<file path="src/rtl/bpred.sv">
// Direct-mapped BTB with 2-bit saturating direction counters and zero-latency lookup.
// Optional macro BPRED_BYPASS_EN forwards a same-cycle update of the looked-up entry to the outputs.
module bpred #(
  parameter int unsigned ENTRIES = 16,
  parameter int unsigned INDEX_W = 4
) (
  input  logic        CLK,
  input  logic        reset,
  input  logic [31:0] pred_pc,
  input  logic [31:0] update_neip,
  input  logic [31:0] update_target,
  input  logic        update_taken,
  input  logic        update_mispred,
  input  logic        update_valid,
  output logic [31:0] pred_target_curr,
  output logic        pred_taken_curr,
  output logic        pred_hit_curr
);

  localparam int unsigned TAG_W = 32 - INDEX_W - 2;

  logic [ENTRIES-1:0] valid_q;
  logic [TAG_W-1:0]   tag_q    [ENTRIES];
  logic [31:0]        target_q [ENTRIES];
  logic [1:0]         ctr_q    [ENTRIES];

  logic [INDEX_W-1:0] pidx, uidx;
  logic [TAG_W-1:0]   ptag, utag;
  logic               u_hit;
  logic [31:0]        nxt_tgt;
  logic [1:0]         nxt_ctr;
  logic               l_hit;
  logic [31:0]        l_tgt;
  logic [1:0]         l_ctr;
  logic               unused_addr_lsbs;

  assign pidx  = pred_pc[INDEX_W+1:2];
  assign ptag  = pred_pc[31:INDEX_W+2];
  assign uidx  = update_neip[INDEX_W+1:2];
  assign utag  = update_neip[31:INDEX_W+2];
  assign u_hit = valid_q[uidx] && (tag_q[uidx] == utag);
  assign unused_addr_lsbs = ^{pred_pc[1:0], update_neip[1:0]};

  // Post-update contents of the entry addressed by update_neip
  always_comb begin
    nxt_tgt = target_q[uidx];
    nxt_ctr = ctr_q[uidx];
    if (!u_hit) begin
      nxt_tgt = update_target;
      nxt_ctr = update_taken ? 2'b10 : 2'b01;
    end else begin
      if (update_taken) nxt_tgt = update_target;
      if (update_mispred) begin
        nxt_ctr = update_taken ? 2'b11 : 2'b00;
      end else if (update_taken && (ctr_q[uidx] != 2'b11)) begin
        nxt_ctr = ctr_q[uidx] + 2'b01;
      end else if (!update_taken && (ctr_q[uidx] != 2'b00)) begin
        nxt_ctr = ctr_q[uidx] - 2'b01;
      end
    end
  end

  always_ff @(posedge CLK) begin
    if (reset) begin
      valid_q  <= '0;
      target_q <= '{default: 32'h0};
      ctr_q    <= '{default: 2'b01};
    end else if (update_valid) begin
      valid_q[uidx]  <= 1'b1;
      tag_q[uidx]    <= utag;
      target_q[uidx] <= nxt_tgt;
      ctr_q[uidx]    <= nxt_ctr;
    end
  end

  // Combinational lookup, optionally overridden by the in-flight update
  always_comb begin
    l_hit = valid_q[pidx] && (tag_q[pidx] == ptag);
    l_tgt = target_q[pidx];
    l_ctr = ctr_q[pidx];
`ifdef BPRED_BYPASS_EN
    if (update_valid && !reset && (pidx == uidx) && (ptag == utag)) begin
      l_hit = 1'b1;
      l_tgt = nxt_tgt;
      l_ctr = nxt_ctr;
    end
`endif
  end

  assign pred_hit_curr    = l_hit;
  assign pred_taken_curr  = l_hit & l_ctr[1];
  assign pred_target_curr = l_hit ? l_tgt : 32'h0;

endmodule

</file>
<file path="config.mk">
export PLATFORM = sky130hd
export DESIGN_NAME = bpred
export DESIGN_NICKNAME = d
export VERILOG_FILES = /design/src/rtl/bpred.sv
export SDC_FILE = /design/constraint.sdc
export NUM_CORES = 2
export LEC_CHECK = 0
export CORE_AREA = 2 2 311 313
export DETAILED_ROUTE_END_ITERATION = 10
export DIE_AREA = 0 0 313 315
export PLACE_DENSITY_LB_ADDON = 0.1
export SLEW_MARGIN = 0
export SYNTH_ARGS = -nofsm -noshare
export SYNTH_HDL_FRONTEND = slang
export SYNTH_SLANG_ARGS = --single-unit
</file>
<file path="constraint.sdc">
create_clock -name CLK -period 8.34 [get_ports CLK]
set_input_delay 1.668 -clock CLK [delete_from_list [all_inputs] [get_ports CLK]]
set_output_delay 1.668 -clock CLK [all_outputs]
set_load 0.05 [all_outputs]
</file>
==> results.md <==
* Leakage power at 16.9 nW
* Number of global-route vias before repair at 33.1k
* GRT Total Usage at 0.282
* Max FO, Critical Path at 63
* Clock Sinks at 976
* Area delta synth->final at 12.9%
* Total number of vias at 32.4k
* RSZ-0062 raised after global routing: no
* PortBufs at 130
* Largest net degree at the start of global routing at 153
* Startpoint Class: input pin
* Worst Skew at 0.0255 ns
* Setup Buffers After CTS at 0
* CP top delay family: buffers and inverters
* Minimum clock period at 7.06 ns
* Relative slew slack at 0.179
* CP required at 6.67 ns
* Root Buffer: clkbuf_16
* Tot Pwr at 10.9 mW
* Avg Synthesized Cell Area at 13.7 um^2
* # IOs at 135
* Final wirelength at 139 mm
* YS warnings at 0
* Fin nets at 3590
* Final TNS setup at 0 ns
* Fillers at 7536
* Setup violators final at 0
* Syn Nets at 3636
* Global-route wire length before repair at 209 mm
* Slowest stage cell, crit path: buf_8
* Core area at 95700 um^2
* Post-synth EDFFs at 416
* Initial Utilization at 0.505
* Fin Hold WS at 0.465 ns
* CP Capture Type: primary output
* Synth async-reset ratio at 0
* Status: finished clean
* Pre-Repair DR Iteration Count at 5
* Finished Layout Cells at 4849
* Fin. max-slew vios at 0
* Ant diodes at 0
* Hold crit path type: reg2reg
* Remaining DRCs at 0
* Crit path buffers/inverters at 4
* RePlAce Congestion at 0.823
* Die height at 315 um
* Routed len/inst at 28.7 um
* TritonCTS buffer count at 104
* Yosys cell types at 65
* Worst-margin pin slew at 1.23 ns
* Worst path arrival time at 5.40 ns
* Die width at 313 um
* CP Class: in2out
* FF+latch count, synth at 976
* VDD IR max at 0.000235 V
* DP HPWL at 80.1 mm
* Detail Route Antenna Nets at 0
* Hold buffers post-CTS at 0
* Clock transition at path regs at 0.06 ns
* Dpl cells at 4657
* Worst path cell trace: buf_8, buf_12, mux4_2, mux4_2, xor2_1, nor4_1, nand4_1, buf_4, nor2b_1, buf_12
* Sequential share of the synthesized area at 0.491
* Most common cell after layout, fill and taps aside: nor2_1
* Post-CTS Resized at 0
* Share of post-route cells with drive strength above 1 at 0.295
* DR vias/cell at 6.68
* Top FF cell, synth: dfxtp_1
* Max-cap violation count at 0
* Peak Freq at 0.142 GHz
* Mapped Cells at 3533
* Clk buf depth at 3
* Die area at 98600 um^2
* Final period utilization at 0.847
* Mapped cell area at 48300 um^2
* Initial antenna violation count at 5
* Remaining global-route overflow at 0
* PwrDens at 200 nW/um^2
* Skew-Pair Late Insertion Delay at 0.70 ns
* Htree depth at 3
* Std-Cell Rows at 114
* Most frequent cells in the layout: nor2_1, dfxtp_1, mux4_2, edfxtp_1, a211oi_1
* CP max stage delay at 0.57 ns
* Iter 0 DRT Violations at 3176
* Hold Violations, Final at 0
* CTS tree: done
worst paths after layout:
kind                                             start                          to  slack, ns  cells past startpoint
worst max-delay path                        pred_pc[2]        pred_target_curr[11]       1.28                     10
worst min-delay path            ctr_q[16]$_SDFFE_PP1P_      ctr_q[16]$_SDFFE_PP1P_       0.47                      2
worst max register to register  tag_q[10][3]$_DFFE_PP_  target_q[240]$_SDFFE_PP0P_       3.98                     10
worst min register to register  ctr_q[16]$_SDFFE_PP1P_      ctr_q[16]$_SDFFE_PP1P_       0.47                      2
synthesized netlist by cell type, types with 9 or more instances:
library cell  instances  area [um^2]
clkbuf_1            244          916
nand3_1              26          130
a21oi_1              29          145
o22ai_1              13         81.3
inv_1                11         41.3
nor2_1              597         2240
dfxtp_1             560        11200
mux2_2               34          383
nor2b_1              51          319
a211oi_2            125         1560
a311oi_1             17          149
o31ai_1              20          150
buf_1                44          165
a22o_1                9         78.8
nor4_1                9         56.3
nand2_1              23         86.3
xor2_1               21          184
mux2i_2              18          248
nor3_1               19         95.1
buf_4                13         97.6
buf_2                68          340
mux4_2              536        12100
edfxtp_1            416        12500
mux2i_1              96          961
a211oi_1            391         2940
xnor2_1              31          272
a22oi_1              11         82.6
nand2b_1             12         75.1
nand4_1               9         56.3
tightest hold or removal path, cell delays in order (launching register included):
cell and delay, ns:
dfxtp_1 0.32, a21oi_1 0.06, o31ai_1 0.05
report_power, final:
| part | total (mW) | internal [mW] | leakage (nW) | switching, mW |
|---|---|---|---|---|
| sequential | 5.12 | 5.06 | 8.28 | 0.0541 |
| combinational | 0.995 | 0.415 | 6.91 | 0.580 |
| clock | 4.82 | 2.87 | 1.75 | 1.94 |
cell families (layout without fill, tap and decap cells):
kind of cell,after synthesis,after routing,share of synthesized area
buf+inv,386,426,0.0335
simple gates,770,770,0.0670
fa+ha+maj,2,2,0.000518
mux,685,685,0.283
compound gates,662,662,0.116
xor+xnor,52,52,0.00943
flops,976,976,0.491
registers in the layout (all words and copies together), names as in the netlist:
signal and flops:
tag_q 416, valid_q 16, target_q 512, ctr_q 32
final cells by class:
cell class,instances,area [um^2],share of cell area
Timing Repair Buffer,222,2400,0.0441
Multi-Input combinational cell,2171,23200,0.426
Inverter,12,45.0,0.000826
Clock inverter,60,722,0.0132
Clock buffer,132,2850,0.0522
Tap cell,1276,1600,0.0293
Sequential cell,976,23700,0.435
metal layers:
layer | track usage | wire length (um)
met1 | 0.373 | 55700
met2 | 0.477 | 69200
met3 | 0.0395 | 9130
met4 | 0.103 | 4980
met5 | 0 | 25
metrics by stage:
stage	worst slack, ns	instance area, um^2	util
floorplan	1.25	48300	-
global placement	1.34	51000	0.532
detailed placement	1.27	51000	0.532
CTS	1.29	54500	0.570
global route	1.03	54500	0.570
finish	1.28	54500	0.570
(Power assumes the default switching activity.)
